## src/rtl/timer_pkg.sv

```systemverilog
// Shared definitions for the countdown timer and its receive-side pulse_measure.
//  TIMER_WIDTH : common count width of the timer cycles port and the measured result
//  pm_state_t  : pulse_measure FSM states
package timer_pkg;

   localparam int unsigned TIMER_WIDTH = 16;

   typedef enum logic [1:0] {
      ARM   = 2'd0,
      IDLE  = 2'd1,
      COUNT = 2'd2
   } pm_state_t;

endpackage : timer_pkg

```

## src/rtl/sat_counter.sv

```systemverilog
// Saturating up-counter with synchronous clear.
//  clk, reset : clock and synchronous active-high reset
//  clr        : clear to zero (wins over inc)
//  inc        : increment by one, holding at all-ones
//  q          : current count
//  sat        : count is at its maximum
module sat_counter #(
   parameter int unsigned WIDTH = 16
) (
   input  logic             clk,
   input  logic             reset,
   input  logic             clr,
   input  logic             inc,
   output logic [WIDTH-1:0] q,
   output logic             sat
);

   localparam logic [WIDTH-1:0] MAX = '1;

   logic [WIDTH-1:0] q_q;
   logic [WIDTH-1:0] q_d;

   // Next count: clear, saturating increment or hold.
   always_comb begin
      q_d = q_q;
      if (clr) begin
         q_d = '0;
      end else if (inc && (q_q != MAX)) begin
         q_d = q_q + WIDTH'(1);
      end
   end

   always_ff @(posedge clk) begin
      if (reset) begin
         q_q <= '0;
      end else begin
         q_q <= q_d;
      end
   end

   assign q   = q_q;
   assign sat = (q_q == MAX);

endmodule : sat_counter

```

## src/rtl/pulse_measure.sv

```systemverilog
// Measures the width in clk cycles of each high pulse on pulse_in and offers the
// result through a one-entry valid/ready output register.
//  clk, reset : clock and synchronous active-high reset
//  pulse_in   : pulse to measure, already synchronous to clk
//  ready      : consumer accepts the held result when valid && ready
//  valid      : measured/overflow hold a result
//  measured   : width of the last completed pulse
//  overflow   : that pulse saturated the counter (>= 2^WIDTH-1 cycles)
//  busy       : a pulse is being counted
//  dropped    : one-cycle strobe, a completed result was discarded on overrun
module pulse_measure
   import timer_pkg::*;
#(
   parameter int unsigned WIDTH = TIMER_WIDTH
) (
   input  logic             clk,
   input  logic             reset,
   input  logic             pulse_in,
   input  logic             ready,
   output logic             valid,
   output logic [WIDTH-1:0] measured,
   output logic             overflow,
   output logic             busy,
   output logic             dropped
);

   pm_state_t        state_q, state_d;
   logic             valid_q, valid_d;
   logic [WIDTH-1:0] measured_q, measured_d;
   logic             overflow_q, overflow_d;
   logic             busy_q, busy_d;
   logic             dropped_q, dropped_d;

   logic             complete;
   logic             cnt_clr;
   logic             cnt_inc;
   logic [WIDTH-1:0] count;
   logic             cnt_sat;

   sat_counter #(.WIDTH(WIDTH)) u_cnt (
      .clk   (clk),
      .reset (reset),
      .clr   (cnt_clr),
      .inc   (cnt_inc),
      .q     (count),
      .sat   (cnt_sat)
   );

   // Next state, counter control and output register update.
   always_comb begin
      state_d    = state_q;
      valid_d    = valid_q;
      measured_d = measured_q;
      overflow_d = overflow_q;
      dropped_d  = 1'b0;
      complete   = 1'b0;
      cnt_clr    = 1'b0;
      cnt_inc    = 1'b0;

      case (state_q)
         // Wait for a low sample so a pulse already high out of reset is ignored.
         ARM: begin
            if (!pulse_in) state_d = IDLE;
         end
         // Counter is zero here, so the first high sample counts to 1.
         IDLE: begin
            if (pulse_in) begin
               state_d = COUNT;
               cnt_inc = 1'b1;
            end
         end
         COUNT: begin
            if (pulse_in) begin
               cnt_inc = 1'b1;
            end else begin
               state_d  = IDLE;
               complete = 1'b1;
               cnt_clr  = 1'b1;
            end
         end
         default: begin
            state_d = ARM;
            cnt_clr = 1'b1;
         end
      endcase

      // The entry is free if empty or being accepted on this same edge.
      if (complete && (!valid_q || ready)) begin
         valid_d    = 1'b1;
         measured_d = count;
         overflow_d = cnt_sat;
      end else begin
         if (complete) dropped_d = 1'b1;
         if (valid_q && ready) valid_d = 1'b0;
      end

      busy_d = (state_d == COUNT);
   end

   always_ff @(posedge clk) begin
      if (reset) begin
         state_q    <= ARM;
         valid_q    <= 1'b0;
         measured_q <= '0;
         overflow_q <= 1'b0;
         busy_q     <= 1'b0;
         dropped_q  <= 1'b0;
      end else begin
         state_q    <= state_d;
         valid_q    <= valid_d;
         measured_q <= measured_d;
         overflow_q <= overflow_d;
         busy_q     <= busy_d;
         dropped_q  <= dropped_d;
      end
   end

   assign valid    = valid_q;
   assign measured = measured_q;
   assign overflow = overflow_q;
   assign busy     = busy_q;
   assign dropped  = dropped_q;

endmodule : pulse_measure

```

## config.mk

```make
export PLATFORM = sky130hd
export DESIGN_NAME = pulse_measure
export DESIGN_NICKNAME = d
export VERILOG_FILES = /design/src/rtl/timer_pkg.sv /design/src/rtl/sat_counter.sv /design/src/rtl/pulse_measure.sv
export SDC_FILE = /design/constraint.sdc
export NUM_CORES = 1
export LEC_CHECK = 0
export ABC_AREA = 1
export CORE_MARGIN = 1.5
export CORE_UTILIZATION = 38
export DETAILED_ROUTE_END_ITERATION = 10
export PLACE_DENSITY = 0.68
export SKIP_LAST_GASP = 1
export SLEW_MARGIN = 20
export SYNTH_ARGS = -nofsm -noshare
export SYNTH_HDL_FRONTEND = slang
export SYNTH_SLANG_ARGS = --single-unit
```

## constraint.sdc

```tcl
create_clock -name clk -period 2.6 [get_ports clk]
set_input_delay 0.39 -clock clk [delete_from_list [all_inputs] [get_ports clk]]
set_output_delay 0.39 -clock clk [all_outputs]
set_load 0.005 [all_outputs]
```

==> results.cfg, run 1 <==
[logic_synthesis]
seq_area_frac_synth = 0.4337
synth_seq_cells = 38
synth_largest_area_cell = dfxtp_1
synth_ff_type = dfxtp_1
synth_common_cells = 66 x nor2_1, 39 x nand2_1, 38 x dfxtp_1
syn_inst = 246
netlist_area_um2 = 1754
synth.most_common_cell = nor2_1
avgSynthCellArea_um2 = 7.131
synth-edff-count = 0
synthDistinctLibCells = 22
yosys-top-cells-area = dfxtp_1 43%, nor2_1 14%, nand2_1 8.3%, o21ai_0 5.7%, inv_1 4.3%
synth_top_area_share = 0.4337
syn-num-nets = 255
synth-async-reset-ratio = 0
yosys_warnings = 0

[final_layout]
fillers = 439
fin_util = 0.4812
area_growth_pct = 20.26
register_area_um2 = 760.7
instances_no_fill = 324
diodes = 0
final_nets = 281
drive_gt1_frac = 0.09559
multiInputGateArea_um2 = 880.8

[timing]
drv_slew = 0
worst-slew-pin-transition_ps = 409.6
min_period_ps = 1773
fmax_mhz = 564.2
finalSetupTns_ps = 0
slew_headroom = 0.7266
fin_skew_ps = 3.128
rsz0062_at_grt = false
final-hold-violation-count = 0
final-setup-viol-count = 0
finalCritPeriodShare = 0.6817
setup_ws_ps = 827.5

[drt]
avgViaCountPerCell = 4.873
routed_wl_mm = 3.548
route.detailed.drc = 0
wl_per_cell_um = 10.95
via_count = 1579
met2_length_mm = 1.490
dr_wl_met3_um = 101
drtAntennaViolNets = 0
top_layer_used = met4
drt_pass1_iterations = 4
drtIter0Drc = 105
wl_met1_mm = 1.883

[die]
start_util = 0.4001
pin_count = 24
core_um2 = 4384
fp.dieH_um = 70.95
die_w_um = 70.95
row_count = 24
dieArea_um2 = 5033

[critical_path]
reg2regPathDepth = 9
critPathLaunchType = flop
reg2reg_slack_ps = 830
worstReg2RegEnd = u_cnt.q[11]
end_kind = flop
worstPathRequired_ps = 2780
crit_chain = inv_1 > ha_1 > nand2_1 > nor2_2 > nand2_1 > nor2_1 > nand3_1 > nand2_1 > nor2_1
worstPathArrival_ps = 1960
max_stage_delay_ps = 400
crit_top_cell = nand2_1
cp_slowest_cell = dfxtp_1
critical_path.max_fanout = 6
r2r-start = state_q[0]
critPathKind = reg -> reg

[placement]
pre_cts_slack_ps = 648.6
finalWeightedCongestion = 0.8493
placed_cells = 317
hpwl_mm = 2.634
io_buffers = 23

[grt]
grt_start_max_net_pins = 20
grt_pass1_vias = 1453
antenna_found_initial = 0
gr-usage-all-layers = 0.1584
grt_pass1_wl_mm = 6.410
overflow = 0

[hold_path]
hp-class = reg -> reg
hp-start = measured[5]
hold_end = measured[5]
hold_path_depth = 2

[pwr]
cellPowerDensity_nw_per_um2 = 511.4
power_mw = 1.079
peakVddDrop_uv = 158.9
leakage_nw = 0.8318

[outcome]
status = completed

[job]
max_cap_viol_count = 0

[clocking]
cts_resized = 0
clockRootBuffer = clkbuf_8
cts.sinks = 38
numCtsBuffers = 5
cts_tree = built
cts_setup_buffers = 0
cts_hold_buf = 0
insertion_delay_ps = 290
htree_levels = 2
clockBufferDepth = 2
clkTransAtPathRegs_ps = 70
-- layout make-up --
cell class | count | share of cell area
multi-input cells | 181 | 0.4176
well taps | 52 | 0.03084
clock inverters | 2 | 0.004745
inverters | 21 | 0.03737
clock buffers | 5 | 0.03262
repair buffers | 25 | 0.1163
flip-flops and latches | 38 | 0.3606
-- worst max-delay path: cells and delay by family (launching register included) --
family                     cells  cell delay [ps]
and+or+nand+nor                7              900
DFF                            1              400
adders and majority gates      1              280
buffers and inverters          1               80
-- layout by cell type, fill, tap and decap left out, drive strengths merged --
cell type,count
a21boi,1
a21oi,17
buf,2
clkbuf,5
clkdlybuf4s50,23
clkinv,2
dfxtp,38
ha,5
inv,21
nand2,43
nand3,15
nand4,3
nor2,73
nor3,3
o21ai,20
o31ai,1
-- worst max path at each step --
stage                           from     endpoint  slack [ps]  depth (start not counted)
after floorplan           state_q[0]  u_cnt.q[15]        1050                          9
final                     state_q[0]  u_cnt.q[11]         830                          9
after detailed placement    pulse_in  u_cnt.q[11]         650                          8
after global placement      pulse_in  u_cnt.q[11]         700                          8
after global routing      state_q[0]  u_cnt.q[15]         590                          9
after CTS                 state_q[0]  u_cnt.q[11]         810                          9
-- metrics by stage --
step	hold slack, ps	instance area (um2)
after floorplan	459.1	1754
after global placement	495.9	2031
after detailed placement	495.7	2031
after CTS	518.3	2110
after global routing	546.3	2110
final	511.0	2110
-- power by group --
| part | switching [mW] | total (mW) | internal [mW] | leakage (nW) |
|---|---|---|---|---|
| clock | 0.193 | 0.372 | 0.180 | 0.0438 |
| sequential | 0.0123 | 0.611 | 0.598 | 0.307 |
| combinational | 0.0520 | 0.0960 | 0.0440 | 0.481 |
-- registers in the layout, indices dropped and copies added, names as in the netlist --
name      flops
measured     16
u_cnt.q      16
state_q       2
busy          1
dropped       1
overflow      1
valid         1
-- cells by family after synthesis --
family,after synthesis,synth area share
and+or+nand+nor,137,0.3459
buffers and inverters,27,0.06419
AOI/OAI and AO/OA,39,0.1206
DFF,38,0.4337
adders and majority gates,5,0.03566
-- layer usage --
metal  vias to the layer above  track usage
met4                         0      0.07547
li1                        837            -
met1                       709       0.2195
met3                         7      0.02991
met2                        26       0.2378
met5                         -            0
Power figures use the tool's default switching activity.
==> run 2: changes to the inputs <==
==> constraint.sdc (replaced) <==
create_clock -name clk -period 1.7 [get_ports clk]
set_input_delay 0.255 -clock clk [delete_from_list [all_inputs] [get_ports clk]]
set_output_delay 0.255 -clock clk [all_outputs]
set_load 0.005 [all_outputs]
==> run 2 against run 1 <==
  * Worst setup slack got worse by 700 ps
  * Hold slack improved by 4.9 ps
  * First-iteration DRC count rose by 2.9%
  * Register-to-register slack got worse by 700 ps
  * Cell count rose by 1.9%
  * Die area did not move
  * Clock skew rose by 2.4 ps
  * Sequential cell count did not move
  * Routed wire length rose by 2.2%
  * Clock power rose to 2.5 times the previous value
  * Largest cell class unchanged
==> results.cfg, run 2 (synthesis results as in run 1) <==
[drt]
drt_pass1_iterations = 4
drtAntennaViolNets = 0
wl_per_cell_um = 10.99
drtIter0Drc = 108
avgViaCountPerCell = 4.773
route.detailed.drc = 0
routed_wl_mm = 3.627
via_count = 1575

[critical_path]
crit_buf_inv = 2
crit_start = state_q[0]
critPathKind = reg -> reg
worstPathArrival_ps = 1760
end_kind = flop
reg2reg_slack_ps = 130
critPathLaunchType = flop
max_stage_delay_ps = 380
critical-path-top-delay-family = simple AND/OR/NAND/NOR gates
reg2regPathDepth = 10
worstPathRequired_ps = 1890
crit_top_cell = nand2_1
worstReg2RegEnd = u_cnt.q[6]
r2r-start = state_q[0]
critical_path.max_fanout = 5
crit_chain = inv_1 > ha_1 > nand2_1 > buf_4 > nor2_1 > nand2_1 > nor2_1 > nand2_1 > nand2_1 > nor2_1
cp_slowest_cell = dfxtp_4

[final_layout]
instances_no_fill = 330
fillers = 420
final_area_um2 = 2232
layout_commonest_cell = nor2_1
fin_util = 0.5091
final_cell_mix = 64 x nor2_1, 39 x nand2_1, 36 x dfxtp_1, 23 x clkdlybuf4s50_1
drive_gt1_frac = 0.1295
diodes = 0
final_nets = 286
area_growth_pct = 27.25

[die]
dieArea_um2 = 5033
die_w_um = 70.95
core_um2 = 4384
row_count = 24
start_util = 0.4001
pin_count = 24
fp.dieH_um = 70.95

[timing]
setup_ws_ps = 127.5
slew_headroom = 0.7156
final-setup-viol-count = 0
rsz0062_at_grt = false
finalCritPeriodShare = 0.9250
fmax_mhz = 635.9
final-hold-violation-count = 0
finalSetupTns_ps = 0
worst-slew-pin-transition_ps = 426.2
drv_slew = 0
min_period_ps = 1572
fin_skew_ps = 5.564

[hold_path]
hp-class = reg -> reg
hold_end = measured[6]
hp-start = measured[6]
hold_path_depth = 2

[clocking]
cts_setup_buffers = 0
cts.sinks = 38
numCtsBuffers = 5
insertion_delay_ps = 290
cts_hold_buf = 0
cts_resized = 0
htree_levels = 2
clockRootBuffer = clkbuf_8
clockBufferDepth = 2
clkTransAtPathRegs_ps = 70
cts_tree = built

[job]
max_cap_viol_count = 0

[grt]
antenna_found_initial = 0
gr-usage-all-layers = 0.1590
grt_start_max_net_pins = 22
grt_pass1_vias = 1474
grt_pass1_wl_mm = 6.499
overflow = 0

[placement]
placed_cells = 322
placed_area_um2 = 2068
finalWeightedCongestion = 0.8888
io_buffers = 23
hpwl_mm = 2.565
pre_cts_slack_ps = 32.73

[pwr]
cellPowerDensity_nw_per_um2 = 909.1
leakage_nw = 0.9004
peakVddDrop_uv = 306.2

[outcome]
status = completed
-- run 2: cell types whose count changed in the layout (fill, tap and decap cells not counted) --
cell       previous run  this run
bufinv_16             0         2
buf_4                 2         7
nor3_2                1         0
nor2_1               66        64
dfxtp_4               0         1
clkinv_2              2         0
dfxtp_1              38        36
dfxtp_2               0         1
clkbuf_8              5         6
nor3_4                0         1
nor2_2                4         5
nor2_4                3         4
-- run 2: where the power goes --
group	internal [mW]	switching [mW]
combinational	0.0746	0.0849
sequential	0.916	0.0188
clock	0.626	0.309
-- run 2: per-layer routing --
metal	vias up	GRT usage	part of all wire
li1	845	-	-
met1	699	0.2150	0.51
met2	27	0.2544	0.46
met3	4	0.02991	0.026
met4	0	0.05660	0.0088
met5	-	0	0
-- run 2: how the worst max path moves through the flow --
stage,to,slack [ps],cells past startpoint
final,u_cnt.q[6],130,10
after global routing,u_cnt.q[12],4,7
after CTS,u_cnt.q[12],50,7
after detailed placement,u_cnt.q[15],30,8
after global placement,u_cnt.q[15],80,8
after floorplan,u_cnt.q[15],150,9
-- run 2: tightest hold or removal path, cell delays in order (launching register included) --
cell,delay (ps)
dfxtp_1,330
o21ai_0,80
nor2_1,80
-- run 2: metrics by stage --
stage          hold slack, ps  power [mW]
3_5_place_dp            498.4       1.111
3_3_place_gp            495.2       1.106
5_1_grt                 552.6       2.123
4_1_cts                 520.9       2.049
2_1_floorplan           324.1       1.040
6_report                515.9       2.029
-- run 2: layout make-up --
cell class | count | area (um2) | share of cell area
repair buffers | 30 | 282.8 | 0.1267
clock inverters | 2 | 60.06 | 0.02691
flip-flops and latches | 38 | 765.7 | 0.3430
multi-input cells | 181 | 897.1 | 0.4019
inverters | 21 | 78.83 | 0.03531
clock buffers | 6 | 82.58 | 0.03700
well taps | 52 | 65.06 | 0.02915
